===== config.mk =====
export PLATFORM = sky130hd
export DESIGN_NAME = pad_loader
export DESIGN_NICKNAME = d
export VERILOG_FILES = /design/src/rtl/pad_loader.sv
export SDC_FILE = /design/constraint.sdc
export NUM_CORES = 2
export LEC_CHECK = 0
export CORE_AREA = 2 2 389 391
export CTS_CLUSTER_DIAMETER = 30
export CTS_CLUSTER_SIZE = 40
export DETAILED_ROUTE_END_ITERATION = 16
export DIE_AREA = 0 0 391 393
export PLACE_DENSITY = 0.49
export SYNTH_ARGS = -nofsm -noshare
export SYNTH_HDL_FRONTEND = slang
export SYNTH_SLANG_ARGS = --single-unit

===== constraint.sdc =====
create_clock -name clk -period 13.4 [get_ports clk]
set_input_delay 3.35 -clock clk [delete_from_list [all_inputs] [get_ports clk]]
set_output_delay 3.35 -clock clk [all_outputs]
set_load 0.01 [all_outputs]

===== src/rtl/pad_loader.sv =====
// Loads an 81-pixel (9x9) frame into the interior of an 11x11 zero-padded byte matrix.
// Defining LOAD_CHECKSUM_EN adds a 16-bit running checksum output.
module pad_loader (
    input  logic         clk,
    input  logic         rst,
    input  logic         start,
    input  logic [7:0]   pix_in,
    input  logic         pix_valid,
    output logic         pix_ready,
    output logic [967:0] matrix,
    output logic         busy,
    output logic         done,
    output logic [6:0]   pix_count
`ifdef LOAD_CHECKSUM_EN
    ,
    output logic [15:0]  checksum
`endif
);

    typedef enum logic [1:0] {IDLE, LOAD, DONE} state_t;

    state_t     state;
    logic [3:0] row;
    logic [3:0] col;
    logic [6:0] wr_idx;
    logic       accept;

    always_comb begin
        wr_idx = 7'(row) * 7'd11 + 7'(col);
        accept = pix_valid && pix_ready;
    end

    always_ff @(posedge clk or negedge rst) begin
        if (!rst) begin
            state     <= IDLE;
            matrix    <= '0;
            row       <= 4'd1;
            col       <= 4'd1;
            pix_count <= '0;
            busy      <= 1'b0;
            done      <= 1'b0;
            pix_ready <= 1'b0;
`ifdef LOAD_CHECKSUM_EN
            checksum  <= '0;
`endif
        end else begin
            case (state)
                IDLE, DONE: begin
                    if (start) begin
                        state     <= LOAD;
                        matrix    <= '0;
                        row       <= 4'd1;
                        col       <= 4'd1;
                        pix_count <= '0;
                        busy      <= 1'b1;
                        done      <= 1'b0;
                        pix_ready <= 1'b1;
`ifdef LOAD_CHECKSUM_EN
                        checksum  <= '0;
`endif
                    end
                end
                LOAD: begin
                    if (accept) begin
                        // Only interior bytes are ever written, so the border stays zero.
                        matrix[{wr_idx, 3'b000} +: 8] <= pix_in;
                        pix_count <= pix_count + 7'd1;
`ifdef LOAD_CHECKSUM_EN
                        checksum  <= checksum + {8'h00, pix_in};
`endif
                        if (col == 4'd9) begin
                            col <= 4'd1;
                            row <= row + 4'd1;
                        end else begin
                            col <= col + 4'd1;
                        end
                        if (pix_count == 7'd80) begin
                            state     <= DONE;
                            busy      <= 1'b0;
                            done      <= 1'b1;
                            pix_ready <= 1'b0;
                        end
                    end
                end
                default: begin
                    state     <= IDLE;
                    busy      <= 1'b0;
                    done      <= 1'b0;
                    pix_ready <= 1'b0;
                end
            endcase
        end
    end

endmodule


==> reports/qor.txt <==
Total GRT Usage = 24.8%
First-pass GRT wire length = 271 mm
Predominant post-synthesis flop cell = dfrtp_1
Critical path capture point type = register
Internal = 10.4 mW
Gp weighted congestion = 0.812
Fin crit period = 6.59 ns
Initial antenna violation count = 10
CTS tree = built
Initial Util = 28.0%
Flop2flop setup slack = 7.26 ns
Die width = 391 um
DPL Wire Length = 132 mm
Rel. slew slack = 18.6%
RSZ-0062 raised after global routing = false
Crit path max-delay family = buffers and inverters
Period Utilization, post-route = 49.2%
CP Buf/Inv Count = 4
Post-route setup TNS = 0 ns
Die Ht = 393 um
Clock Power Share = 42.7%
Pwr dens = 263 mW/mm^2
Hold buffers post-CTS = 0
Root buffer cell = clkbuf_16
Routed WL = 195 mm
Top-area cell type share of the netlist area = 58.9%
Placeable Area = 0.149 sq mm
Switching power share of the total = 38.3%
Post-Synthesis Cell Area = 0.0418 sq mm
Synth top area cells = dfrtp_1, mux2i_1, nand2_1, nand3_1, o21ai_0
Max Slew Vio Count = 0
Cts bufs inserted = 299
Worst setup SP type = input port
Power, Total = 16.8 mW
Tightest Hold Check Type = reg2reg
Fmax = 0.152 GHz
Ys async rst share = 100%
Synth-to-layout area growth = 53.2%
Worst path max stage delay = 0.83 ns
Num ports = 990
Area leader, netlist = dfrtp_1
Final ANT Viol Nets = 0
Final Hold Violating Endpoints = 0
Total number of vias = 33.9k
Worst endpoint data arrival time = 7.35 ns
Net Switching = 6.45 mW
Gate power share = 34.9%
Sequential Power Share = 22.3%
Vias/cell = 4.85
Static Leak = 29.4 nW
Syn Nets = 3786
CTS Buffer Depth = 4
Layout cells sized above 1 = 13.7%
Most frequent CP cell = buf_4
Clock latency on the worst-skew pair = 0.91 ns
Vias in the first global route = 35.1k
Grt total ovfl = 0
Maximum vdd drop = 0.000298 V
CP max-delay cell = buf_4
Max Clock Skew = 0.0637 ns
Instance count of the mapped netlist = 3750
Final WS setup = 6.81 ns
# clock sinks = 986
DRT iter0 DRCs = 2237
DR DRC count = 0
Worst-Margin Slew = 1.22 ns
WL/cell = 27.9 um
EDFF count, synth = 0
Synth cell types = 69
CTS clock-pin slew for the worst setup and hold paths = 0.04 ns
Maximum capacitance violations = 0
H-tree depth = 5
Largest net degree at the start of global routing = 206
Full die area = 0.154 sq mm
Sequential area share after synthesis = 59.0%
# fillers = 14.2k
Setup bufs post-CTS = 0
Final Setup Violations = 0
Worst slack at placement = 6.08 ns
Rows = 142
Kind of critical path = in2reg
Final #Nets = 4852
Post-CTS sizing = 0
#FFs+latches synth = 986
Status = finished, final reports clean
Syn Area/Cell = 11.2 sq um
1st-pass router iterations = 5
Crit-path max FO = 201
Synthesis Warnings = 0
Crit path required time = 14.16 ns
CP Cell Sequence = clkdlybuf4s50_1 -> nand2b_4 -> buf_12 -> buf_4 -> buf_4 -> nand2_1 -> mux2i_1
PortBufs = 989
[worst reg2reg max path: stages, from the launching register on]
cell     delay, ns
dfstp_2       0.58
ha_1          0.26
ha_1          0.28
ha_1          0.23
fa_1          0.62
nor3_1        0.71
and2_1        0.35
o21ai_1       0.24
xnor2_1       0.63
nand2_2       0.71
nor3_2        1.16
mux2i_1       0.29
[worst paths after layout]
kind	start	to	cells past startpoint
max	start	matrix[543]$_DFFE_PN0P_	7
min	matrix[694]$_DFFE_PN0P_	matrix[694]$_DFFE_PN0P_	2
max reg2reg	row[0]$_DFFE_PN1P_	matrix[120]$_DFFE_PN0P_	11
min reg2reg	matrix[694]$_DFFE_PN0P_	matrix[694]$_DFFE_PN0P_	2
max in group asynchronous	rst	matrix[629]$_DFFE_PN0P_	3
min in group asynchronous	rst	matrix[36]$_DFFE_PN0P_	1
[cells by family after synthesis]
family | synth area share, %
flip-flops | 59.0
adder cells (fa/ha/maj) | 0.772
buffers and inverters | 2.80
AND/OR/NAND/NOR | 15.9
XOR/XNOR | 0.353
AO/OA/AOI/OAI | 3.83
multiplexers | 17.4
[area by class of cell]
type	instances	area [sq um]	share of cell area [%]
flip-flops and latches	986	24700	38.5
diodes	4	10.0	0.0156
clock buffers	384	8380	13.1
multi-input cells	2469	16200	25.3
clock inverters	135	1900	2.97
repair buffers	1055	10500	16.3
inverters	5	18.8	0.0293
well taps	1944	2430	3.80
[power by group through the flow]
stage                     logic [mW]  clock network [mW]  registers, mW
after floorplan                 2.65                   0           3.96
after global placement          5.93                   0           3.79
after detailed placement        5.94                   0           3.79
after CTS                       5.96                7.30           3.76
after global routing            6.25                7.49           3.81
final                           5.88                7.20           3.76
[per-stage QoR]
stage | hold slack [ns] | cells | area [sq um] | util [%]
finish | 0.491 | 6982 | 64100 | 42.9
global route | 0.514 | 6978 | 64100 | 42.9
CTS | 0.497 | 6978 | 64100 | 42.9
detailed placement | 0.489 | 6459 | 53800 | 36.0
global placement | 0.480 | 6459 | 53800 | 36.0
floorplan | 0.509 | 3750 | 41800 | -
[sequential cells by signal (all words and copies together), names as in the netlist]
signal / cells
row: 4
busy: 1
col: 4
pix_count: 7
state: 2
matrix: 968
[cell usage after synthesis, types with 5 or more instances]
library cell and number:
o31ai_1 9, nand2b_1 6, inv_1 5, and3_1 5, clkbuf_1 245, nand4_2 13
nor4_4 11, nand3_2 26, nor3_4 5, nand3_1 338, o21ai_0 248, or4_1 7
buf_2 30, nor3_1 18, mux2i_1 721, buf_1 9, nand4_1 15, a21oi_1 8
nand2_1 847, xor2_1 8, nor2_2 11, ha_1 21, dfrtp_1 984, and2_1 10
nor4_1 12, nor2_1 53, buf_4 5, xnor2_1 7, nor3_2 5
[per-layer routing]
metal | vias to the layer above | wire [um] | GRT usage [%]
met3 | 304 | 15800 | 8.58
met5 | - | 0 | 0
met4 | 0 | 6340 | 9.00
met2 | 1274 | 92600 | 40.1
li1 | 15100 | - | -
met1 | 17200 | 80200 | 30.5
[placed cells by master, fill, tap and decap left out, drive strengths merged, types with 21 or more instances in the layout]
cell and instances:
buf 75, clkbuf 384, nor2 66, nand4 28
o21ai 251, clkinv 66, clkinvlp 21, mux2i 723
nor4 24, dfrtp 984, clkdlybuf4s50 980, nor3 28
ha 21, nand3 364, bufinv 43, nand2 848
Power figures use the tool's default switching activity.
